<file path="config.mk">
export PLATFORM = sky130hd
export DESIGN_NAME = uart_tx_engine
export DESIGN_NICKNAME = d
export VERILOG_FILES = /design/src/rtl/uart_pkg.sv /design/src/rtl/uart_sync_fifo.sv /design/src/rtl/uart_tx_engine.sv
export SDC_FILE = /design/constraint.sdc
export NUM_CORES = 1
export LEC_CHECK = 0
export CAP_MARGIN = 20
export CELL_PAD_IN_SITES_DETAIL_PLACEMENT = 0
export CELL_PAD_IN_SITES_GLOBAL_PLACEMENT = 1
export CORE_AREA = 2 2 131 133
export DETAILED_ROUTE_END_ITERATION = 7
export DIE_AREA = 0 0 133 135
export PLACE_DENSITY_LB_ADDON = 0.1
export SYNTH_ARGS = -nofsm -noshare
export SYNTH_HDL_FRONTEND = slang
export SYNTH_SLANG_ARGS = --single-unit
</file>
<file path="constraint.sdc">
create_clock -name clk -period 4.4 [get_ports clk]
set_clock_uncertainty 0.1 [all_clocks]
set_input_delay 0.44 -clock clk [delete_from_list [all_inputs] [get_ports clk]]
set_output_delay 0.44 -clock clk [all_outputs]
set_load 0.02 [all_outputs]
</file>
<file path="src/rtl/uart_pkg.sv">
// Shared UART definitions: transmit FSM encoding and frame constants.
package uart_pkg;

  typedef enum logic [1:0] {
    IDLE  = 2'd0,
    START = 2'd1,
    DATA  = 2'd2,
    STOP  = 2'd3
  } uart_tx_state_e;

  // Start bit + 8 data bits + stop bit.
  localparam int UART_FRAME_BITS = 10;

  // Smallest usable bit period in clk cycles; smaller divisors are clamped to this.
  localparam int UART_MIN_DIV = 2;

endpackage

</file>
<file path="src/rtl/uart_sync_fifo.sv">
// Single-clock FIFO with show-ahead read data. Pointers carry one extra bit
// so that full and empty stay distinct when the index bits are equal.
module uart_sync_fifo #(
  parameter int WIDTH = 8,
  parameter int DEPTH = 16,
  localparam int AW = $clog2(DEPTH)
) (
  input  logic             clk,
  input  logic             rst,
  input  logic             push,
  input  logic [WIDTH-1:0] push_data,
  input  logic             pop,
  output logic [WIDTH-1:0] pop_data,
  output logic             full,
  output logic             empty,
  output logic [AW:0]      level
);

  localparam logic [AW:0] PTR_ONE = (AW + 1)'(1);

  logic [AW:0]      wr_ptr;
  logic [AW:0]      rd_ptr;
  logic [WIDTH-1:0] mem [DEPTH];
  logic             do_push;
  logic             do_pop;

  // A push while full or a pop while empty is ignored entirely.
  assign do_push = push & ~full;
  assign do_pop  = pop & ~empty;

  assign empty    = (wr_ptr == rd_ptr);
  assign full     = (wr_ptr[AW] != rd_ptr[AW]) && (wr_ptr[AW-1:0] == rd_ptr[AW-1:0]);
  assign level    = wr_ptr - rd_ptr;
  assign pop_data = mem[rd_ptr[AW-1:0]];

  // Pointer advance; reset discards all queued entries.
  always_ff @(posedge clk or posedge rst) begin
    if (rst) begin
      wr_ptr <= '0;
      rd_ptr <= '0;
    end else begin
      if (do_push) wr_ptr <= wr_ptr + PTR_ONE;
      if (do_pop)  rd_ptr <= rd_ptr + PTR_ONE;
    end
  end

  // Storage write; contents need no reset since the pointers gate visibility.
  always_ff @(posedge clk) begin
    if (do_push) mem[wr_ptr[AW-1:0]] <= push_data;
  end

endmodule

</file>
<file path="src/rtl/uart_tx_engine.sv">
// UART transmit engine: FIFO-buffered bytes serialised as 8N1 frames on txd.
// Write handshake: a byte is taken on a rising clk edge when wr_valid and
// wr_ready are both high; wr_ready depends only on the registered FIFO state,
// and a write with wr_ready low is dropped with no effect.
module uart_tx_engine
  import uart_pkg::*;
#(
  parameter int DATA_WIDTH = 8,
  parameter int FIFO_DEPTH = 16,
  parameter int DIV_WIDTH  = 16
) (
  input  logic                          clk,
  input  logic                          rst,
  input  logic                          wr_valid,
  input  logic [DATA_WIDTH-1:0]         wr_data,
  output logic                          wr_ready,
  input  logic                          tx_en,
  input  logic [DIV_WIDTH-1:0]          baud_div,
  output logic                          txd,
  output logic                          busy,
  output logic                          fifo_empty,
  output logic                          fifo_full,
  output logic [$clog2(FIFO_DEPTH):0]   fifo_level,
  output uart_tx_state_e                tx_state
);

  localparam int BCW = $clog2(DATA_WIDTH);
  localparam logic [BCW-1:0]       LAST_BIT = BCW'(DATA_WIDTH - 1);
  localparam logic [DIV_WIDTH-1:0] MIN_DIV  = DIV_WIDTH'(UART_MIN_DIV);
  localparam logic [DIV_WIDTH-1:0] DIV_ONE  = DIV_WIDTH'(1);

  uart_tx_state_e          state;
  uart_tx_state_e          state_d;
  logic [DIV_WIDTH-1:0]    div_cnt;
  logic [DIV_WIDTH-1:0]    bit_period;
  logic [DIV_WIDTH-1:0]    eff_div;
  logic [BCW-1:0]          bit_cnt;
  logic [DATA_WIDTH-1:0]   shreg;
  logic [DATA_WIDTH-1:0]   shreg_shift;
  logic [DATA_WIDTH-1:0]   fifo_data;
  logic                    frame_start;
  logic                    bit_end;
  logic                    can_start;
  logic                    txd_d;
  logic                    txd_q;

  uart_sync_fifo #(
    .WIDTH (DATA_WIDTH),
    .DEPTH (FIFO_DEPTH)
  ) u_fifo (
    .clk       (clk),
    .rst       (rst),
    .push      (wr_valid),
    .push_data (wr_data),
    .pop       (frame_start),
    .pop_data  (fifo_data),
    .full      (fifo_full),
    .empty     (fifo_empty),
    .level     (fifo_level)
  );

  assign wr_ready    = ~fifo_full;
  assign eff_div     = (baud_div < MIN_DIV) ? MIN_DIV : baud_div;
  assign bit_end     = (div_cnt == bit_period - DIV_ONE);
  assign can_start   = tx_en & ~fifo_empty;
  assign shreg_shift = shreg >> 1;
  assign busy        = (state != IDLE);
  assign txd         = txd_q;
  assign tx_state    = state;

  // State register.
  always_ff @(posedge clk or posedge rst) begin
    if (rst) state <= IDLE;
    else     state <= state_d;
  end

  // Next-state logic; a frame starts (and pops the FIFO) from IDLE or at the end of STOP.
  always_comb begin
    state_d     = state;
    frame_start = 1'b0;
    case (state)
      IDLE: begin
        if (can_start) begin
          state_d     = START;
          frame_start = 1'b1;
        end
      end
      START: begin
        if (bit_end) state_d = DATA;
      end
      DATA: begin
        if (bit_end && (bit_cnt == LAST_BIT)) state_d = STOP;
      end
      STOP: begin
        if (bit_end) begin
          if (can_start) begin
            state_d     = START;
            frame_start = 1'b1;
          end else begin
            state_d = IDLE;
          end
        end
      end
      default: state_d = IDLE;
    endcase
  end

  // Output logic: the txd level that the next state will drive.
  always_comb begin
    txd_d = 1'b1;
    case (state_d)
      START:   txd_d = 1'b0;
      DATA:    txd_d = (state == DATA && bit_end) ? shreg_shift[0] : shreg[0];
      default: txd_d = 1'b1;
    endcase
  end

  // Registered serial output; reset forces the line idle immediately.
  always_ff @(posedge clk or posedge rst) begin
    if (rst) txd_q <= 1'b1;
    else     txd_q <= txd_d;
  end

  // Bit timing and shift register; the divisor is sampled only at frame start.
  always_ff @(posedge clk or posedge rst) begin
    if (rst) begin
      div_cnt    <= '0;
      bit_period <= MIN_DIV;
      bit_cnt    <= '0;
      shreg      <= '0;
    end else if (frame_start) begin
      div_cnt    <= '0;
      bit_period <= eff_div;
      bit_cnt    <= '0;
      shreg      <= fifo_data;
    end else if (state != IDLE) begin
      if (bit_end) begin
        div_cnt <= '0;
        if (state == DATA) begin
          bit_cnt <= bit_cnt + BCW'(1);
          shreg   <= shreg_shift;
        end
      end else begin
        div_cnt <= div_cnt + DIV_ONE;
      end
    end
  end

endmodule

</file>
## After elaboration in Yosys (flattened, before gate mapping)

Memory sizes are Yosys's and may differ from the RTL's.
Cells that the tools add are included.

| operators by class | value |
|---|---|
| equal/unequal tests | 10 |
| mux-type cells | 25 |
| reduce and logical (&&, ||, !) cells | 9 |
| $add $sub $neg | 6 |
| $lt $le $gt $ge | 1 |
| bitwise operators | 5 |

Operator list:

| cell | number |
|---|---|
| $mux 16 | 4 |
| $mux 8 | 4 |
| $add 16x1->16 const B | 1 |
| $eq 16x16->1 | 1 |
| $lt 16x2->1 const B | 1 |
| $sub 16x1->16 const B | 1 |
| $mux 3 | 4 |
| $add 5x1->5 const B | 2 |
| $mux 2 | 4 |
| $pmux 2 s4 | 1 |
| $reduce_bool 2->1 | 4 |
| $eq 2x2->1 const B | 3 |
| $mux 1 | 6 |
| $eq 5x5->1 | 1 |
| $sub 5x5->5 | 1 |
| $eq 2x1->1 const B | 2 |
| $eq 4x4->1 | 1 |
| $pmux 1 s2 | 2 |
| $add 3x1->3 const B | 1 |
| $and 1x1->1 | 3 |
| $eq 3x3->1 const B | 1 |
| $logic_and 1x1->1 | 3 |
| $reduce_and 3->1 | 1 |
| $logic_not 2->1 | 1 |
| 2 further kinds | 3 |

| storage, ports and cells | value |
|---|---|
| output and inout port bits | 12 |
| memory bits (writable) | 128 |
| word-level logic and storage cells | 65 |
| bits in registers | 56 |
| memories | 1 |

Memories:

| memory | words | bits a word | rd ports | clocked after Yosys merged registers in | write ports | RTL line | source |
|---|---|---|---|---|---|---|---|
| u_fifo.mem | 16 | 8 | 1 | 0 | 1 | uart_sync_fifo.sv:23 | `logic [WIDTH-1:0] mem [DEPTH];` |

## Longest topological paths before layout

Gate-level depths: netlist of run 1.

| depth | value |
|---|---|
| word-level depth | 8 |
| depth in mapped cells | 13 |
| depth with buffers taken out | 10 |

## Hierarchy

A second synthesis of run 1 with hierarchy kept.

| unflattened totals | value |
|---|---|
| cell total of the unflattened synthesis | 578 |
| area, all modules | 8585.7 um^2 |

By module, submodules not included:

| module | instances | area an instance (um^2) | cells each | sequential area each (um^2) |
|---|---|---|---|---|
| uart_sync_fifo | 1 | 5691.7 | 299 | 4093.9 |
| uart_tx_engine | 1 | 2894.0 | 279 | 1153.6 |

## Least setup slack after synthesis of run 1

OpenSTA, ideal clock, no wires.

| timing path | value |
|---|---|
| kind | register to register |
| from | reg bit_period[0] |
| to | reg bit_period[14] |
| data required time | 4.175 ns |
| slack | 0.924 ns |
| stages on the path, launching flop included | 14 |
| data arrival time | 3.251 ns |
| buffers on the path | 3 |
| cells stage by stage | dfrtp_1 inv_1 ha_1 or4b_1 clkbuf_1 or3_1 a21oi_1 o22ai_1 nor4_4 a21oi_1 nor3_2 buf_4 buf_4 mux2_2 |

| between the ends | value |
|---|---|
| word-level cells in the longest chain between the ends | 4 |

RTL lines:

| what | RTL line | source |
|---|---|---|
| start: declaration | uart_tx_engine.sv:35 | `logic [DIV_WIDTH-1:0] bit_period;` |
| start signal: assignment | uart_tx_engine.sv:133 | `bit_period <= eff_div;` |
| $sub 16x1->16 | uart_tx_engine.sv:64 | `assign bit_end = (div_cnt == bit_period - DIV_ONE);` |
| $eq 16x16->1 | uart_tx_engine.sv:64 |  |
| $mux 1 | uart_tx_engine.sv:95 | `if (bit_end) begin` |
| $pmux 1 s2 | uart_tx_engine.sv:81 | `case (state)` |

Every way passes these cells.
A chain may end at the register's enable or synchronous reset.

## Worst setup path after layout of run 1

| timing path | value |
|---|---|
| from | reg bit_period[0] |
| to | reg bit_period[10] |

The elaborated chain is that of the path after synthesis.

==> impl_metrics.ini, run 1 <==
[floorplanning]
dieArea_um2 = 18000
die_y_um = 135
coreArea_um2 = 16400
initial_core_util_pct = 50.6
ioPinCount = 40
fp.dieW_um = 133
rows = 47

[yosys]
synth_cell_types = 49
syn_avg_cell_area_um2 = 15.5
synth-edff-count = 128
synth_seq_area_share_pct = 63.2
synthCells = 534
ys.flop_type = edfxtp_1
yosys.area.top_type_share_pct = 46.3
synthTopCellsByArea = edfxtp_1 46%, dfrtp_1 16%, mux4_2 11%, mux2_2 4.1%, ha_1 2.7%
syn_area_um2 = 8300
synth_top_cell_by_area = edfxtp_1
yosysWarnings = 0
syn_nets = 581
ys_ff_latch = 184
async_reset_ff_share_pct = 30.4

[pwr]
clkPwrFrac_pct = 36.7
seq_power_share_pct = 51.3
leakage_nw = 3.55
switching_share_pct = 25.3
peakVddDrop_uv = 328
p_per_area_nw_per_um2 = 421
intPower_mw = 3.01
combPwrFrac_pct = 12.0
p_switching_mw = 1.02

[routing]
drc_errors = 0
vias = 4489
wl_mm = 15.0
vias_per_cell = 5.50
ant_nets = 0
drt_first_pass_iters = 6
drt_iter0_markers = 193
wire_per_inst_um = 18.4

[clock_network]
cts_setup_buffers = 0
tritoncts = yes
path_clk_slew_ns = 0.07
holdBufCountCts = 0
cts_buffer_depth = 2
cts_buffers = 17
clk_latency_ns = 0.43
cts_resized = 0
h-tree-depth = 4
cts_root_buf = clkbuf_16
clock_sinks = 184

[final_layout]
area_growth_pct = 15.2
layout_common_cells = 128 x edfxtp_1, 53 x dfrtp_1, 45 x nor2_1
num_antenna_cells = 0
design_area_um2 = 9560
nets = 630
final_common_cell = edfxtp_1
layout-drive-gt1-share_pct = 20.5

[placed_design]
placed_cell_area_um2 = 8980
gp_congestion = 0.800
dp.final_hpwl_mm = 10.9
portBuffers = 39

[grt]
grt-ovfl-total = 0
antenna_found_initial = 0
grt_pass1_wl_mm = 24.6
track_usage_pct = 18.2
first_global_vias = 4815
grt_max_degree = 57

[critical_path]
path_delay_family = simple AND/OR/NAND/NOR gates
crit_chain = inv_1 -> ha_1 -> or4b_1 -> nor3_1 -> mux2i_1 -> a21oi_1 -> nor4_4 -> a21oi_1 -> nor3_4 -> buf_4 -> mux2_2
cp-start-kind = register
path_max_fanout = 29
crit_required_ns = 4.61
arrival_ns = 3.89
critical_path.max_stage_delay_ns = 0.57
critical-path-top-cell-by-count = a21oi_1
cp_slowest_cell = or4b_1
critPathBufInv = 2
end_kind = register
path_class = register to register

[timing]
timing.setup.tns_ns = 0
max_freq_ghz = 0.272
max-slew-margin-rel_pct = 46.0
worstMarginPinSlew_ns = 0.807
rsz0062_at_grt = false
finalSetupViolations = 0
period_minus_slack_ns = 3.68
hold_viol_final = 0
slew_viol_final = 0
min_period_over_period_pct = 83.7

[run_status]
outcome = finished, final reports clean

[worst_hold_path]
hold_path.class = register to register

[job]
cap_viol_max_count = 0
[metal layers]
layer | routed length [µm] | global-route usage [%]
met1 | 6380 | 21.9
met2 | 8090 | 33.0
met3 | 378 | 4.17
met4 | 150 | 5.26
met5 | 0 | 0
[Yosys cell counts (4+ instances only)]
cell type and n:
a21oi_1 8, and3_1 4, buf_1 5, clkbuf_1 14, dfrtp_1 54, edfxtp_1 128
ha_1 18, inv_1 21, mux2_2 30, mux2i_1 10, mux4_2 40, nand2_1 16
nand3_1 13, nand4_1 5, nor2_1 45, nor3_1 8, nor4_1 9, o21ai_0 9
or4_1 4, xnor2_1 20, xor2_1 24
[sequential cells by signal, summed over array words and instances (netlist names)]
signal / cells
u_fifo.mem: 128
bit_period: 16
div_cnt: 16
shreg: 8
u_fifo.rd_ptr: 5
u_fifo.wr_ptr: 5
bit_cnt: 3
tx_state: 2
txd: 1
[power groups by stage]
stage                     sequential (mW)  combinational, mW  clock (mW)
after CTS                            2.07              0.493        1.51
after floorplan                      2.06              0.310           0
after detailed placement             2.10              0.491           0
after global routing                 2.08              0.530        1.58
after global placement               2.09              0.479           0
final                                2.06              0.483        1.48
[path summary, 6_finish.rpt]
check / startpoint / to / cells after the start / slack [ns]
worst max-delay path: bit_period[0] / bit_period[10] / 11 / 0.72
worst min-delay path: u_fifo.rd_ptr[4] / u_fifo.rd_ptr[4] / 1 / 0.39
worst max register to register: bit_period[0] / bit_period[10] / 11 / 0.72
worst min register to register: u_fifo.rd_ptr[4] / u_fifo.rd_ptr[4] / 1 / 0.39
max in group asynchronous: rst / u_fifo.rd_ptr[0] / 3 / 3.27
min in group asynchronous: rst / tx_state[0] / 3 / 0.44
[area by class of cell]
type | count | area (µm²)
multi-input cells | 306 | 2880
clock inverters | 15 | 156
flip-flops and latches | 184 | 5250
repair buffers | 53 | 495
inverters | 21 | 78.8
well taps | 220 | 275
clock buffers | 17 | 425
fillers | 1277 | 6840
[metrics by stage]
step	hold WS, ns	setup slack (ns)	instances	utilization, %	power [mW]
6_report	0.392	0.717	816	58.3	4.02
5_1_grt	0.406	0.481	816	58.3	4.19
4_1_cts	0.394	0.692	816	58.3	4.07
3_5_place_dp	0.380	0.718	784	54.7	2.59
3_3_place_gp	0.377	0.793	784	54.7	2.57
2_1_floorplan	0.360	0.924	534	-	2.37
[cell families (layout without fill, tap and decap cells)]
family	Yosys count	in the layout	synth area share, %
AOI/OAI and AO/OA	37	37	2.98
xor gates and xnor gates	44	44	4.64
adders and majority gates	19	19	2.95
buffers and inverters	44	106	2.11
DFF	184	184	63.2
muxes	80	80	16.1
and+or+nand+nor	126	126	7.96
Power figures use the tool's default switching activity.
==> run 2: changes to the inputs <==
--- a/config.mk
+++ b/config.mk
@@ -8,9 +8,9 @@
 export CAP_MARGIN = 20
 export CELL_PAD_IN_SITES_DETAIL_PLACEMENT = 0
 export CELL_PAD_IN_SITES_GLOBAL_PLACEMENT = 1
-export CORE_AREA = 2 2 131 133
+export CORE_AREA = 2 2 138 140
 export DETAILED_ROUTE_END_ITERATION = 7
-export DIE_AREA = 0 0 133 135
+export DIE_AREA = 0 0 140 142
 export PLACE_DENSITY_LB_ADDON = 0.1
 export SYNTH_ARGS = -nofsm -noshare
 export SYNTH_HDL_FRONTEND = slang
==> constraint.sdc (replaced) <==
create_clock -name clk -period 3.1 [get_ports clk]
set_clock_uncertainty 0.1 [all_clocks]
set_input_delay 0.31 -clock clk [delete_from_list [all_inputs] [get_ports clk]]
set_output_delay 0.31 -clock clk [all_outputs]
set_load 0.02 [all_outputs]
==> run 2 against run 1 <==
The flow now finishes with violations (DRC, setup timing); register-to-register slack worse by 0.94 ns; non-clock buffer count up 66; setup slack worse by 0.94 ns; first-iteration DRC count rose by 34%; total power increased by 42%; flip-flop and latch count is the same; core utilization is 2.2 points lower; largest cell class unchanged; largest power group unchanged; highest routed layer unchanged.
==> impl_metrics.ini, run 2 (synthesis results as in run 1) <==
[critical_path]
timing.rr.start = bit_period[9]
cp_slowest_cell = or4_1
crit_chain = or4_1 -> or4_1 -> a211oi_2 -> o22ai_1 -> nor4_4 -> buf_12 -> a21oi_4 -> nor3_4 -> buf_6 -> buf_6 -> mux2_2
crit_required_ns = 3.31
critical_path.max_stage_delay_ns = 0.54
path_class = register to register
end_kind = register
arrival_ns = 3.53
path_max_fanout = 6
ff2ff_setup_slack_ns = -0.22
cp-start-kind = register
cp-startpoint = bit_period[9]

[pwr]
leakage_nw = 3.95
peakVddDrop_uv = 498
p_per_area_nw_per_um2 = 552

[routing]
vias = 4849
wl_mm = 17.4
drt_first_pass_iters = 8
wire_per_inst_um = 19.4
vias_per_cell = 5.41
drt_iter0_markers = 259
drc_errors = 4
ant_nets = 0

[timing]
period_minus_slack_ns = 3.32
layout_setup_ws_ns = -0.222
worstMarginPinSlew_ns = 0.885
holdWs_ns = 0.286
max-slew-margin-rel_pct = 40.9
max_freq_ghz = 0.301
min_period_over_period_pct = 107
slew_viol_final = 0
rsz0062_at_grt = true
hold_viol_final = 0
finalSetupViolations = 30

[placed_design]
placed_cells = 835
gp_congestion = 0.826
dp.final_hpwl_mm = 11.9
portBuffers = 39
dp_slack_ns = -0.294

[final_layout]
largest_reg_flops = 128
n_fill_cell = 1481
num_antenna_cells = 0
final_common_cell = edfxtp_1
layout-drive-gt1-share_pct = 31.9
area_growth_pct = 24.7
nets = 696
layout_common_cells = 128 x edfxtp_1, 65 x buf_4, 53 x dfrtp_1
fin_cells = 896
final_util_pct = 56.1

[floorplanning]
die_y_um = 142
coreArea_um2 = 18500
rows = 50
fp.dieW_um = 140
ioPinCount = 40
initial_core_util_pct = 45.0
dieArea_um2 = 19900

[grt]
grt_pass1_wl_mm = 27.8
track_usage_pct = 18.4
grt-ovfl-total = 0
antenna_found_initial = 0
first_global_vias = 5181
grt_max_degree = 40

[clock_network]
cts_root_buf = clkbuf_16
h-tree-depth = 4
clk_latency_ns = 0.43
cts_buffer_depth = 2
path_clk_slew_ns = 0.07
clock_sinks = 184
cts_buffers = 17
tritoncts = yes

[run_status]
outcome = finished, violations left
failed_checks = DRC, setup timing

[job]
cap_viol_max_count = 0

[worst_hold_path]
hold_path.class = input port to async pin
[run 2: worst paths after layout]
path | end | cells after the start
setup / recovery | shreg[0] | 11
hold / removal | bit_cnt[2] | 2
setup reg to reg | shreg[0] | 11
hold reg to reg | u_fifo.wr_ptr[4] | 1
max in group asynchronous | div_cnt[14] | 3
min in group clk | bit_period[0] | 3
[run 2: layout make-up]
| type | instances | area [µm²] | area share (%) |
|---|---|---|---|
| Clock buffer | 18 | 429 | 4.15 |
| Inverter | 21 | 78.8 | 0.762 |
| Clock inverter | 14 | 128 | 1.23 |
| Timing Repair Buffer | 119 | 1080 | 10.4 |
| Tap cell | 234 | 293 | 2.83 |
| Sequential cell | 184 | 5250 | 50.7 |
| Multi-Input combinational cell | 306 | 3090 | 29.9 |
[run 2: layer usage]
metal | GRT usage, % | part of all wire [%] | vias to the layer above
met4 | 6.17 | 1.9 | 0
met1 | 23.6 | 43 | 2479
li1 | - | - | 2260
met3 | 3.90 | 3.1 | 23
met2 | 31.7 | 52 | 87
met5 | 0 | 0 | -
[run 2: critical path, delay by kind of cell, from the launching register on]
family / cells / cell delay (ns)
buffers and inverters: 3 / 0.41
and+or+nand+nor: 4 / 1.51
AOI/OAI and AO/OA: 3 / 0.47
muxes: 1 / 0.33
DFF: 1 / 0.37
[run 2: timing repair]
item | CTS | global route
buffers inserted | 30 | 0
setup endpoints to repair | 45 | 56
resized for setup | 29 | 26
hold buffers | 0 | 0
pin swaps | 4 | 4
gates cloned | 2 | 0
endpoints found under the hold margin | 0 | 0
[run 2: where the power goes]
group	internal, mW	leakage, nW	switching (mW)
sequential	2.84	1.85	0.0577
clock	1.07	0.274	0.990
combinational	0.315	1.82	0.451
total	4.22	3.95	1.50
[run 2: stage by stage]
| stage | cell area [µm²] | setup TNS, ns | power, mW |
|---|---|---|---|
| finish | 10300 | -4.88 | 5.72 |
| global route | 10300 | -10.18 | 5.96 |
| CTS | 10300 | -4.50 | 5.78 |
| detailed placement | 9360 | -7.39 | 3.73 |
| global placement | 9360 | -5.27 | 3.70 |
| floorplan | 8350 | -3.22 | 3.38 |
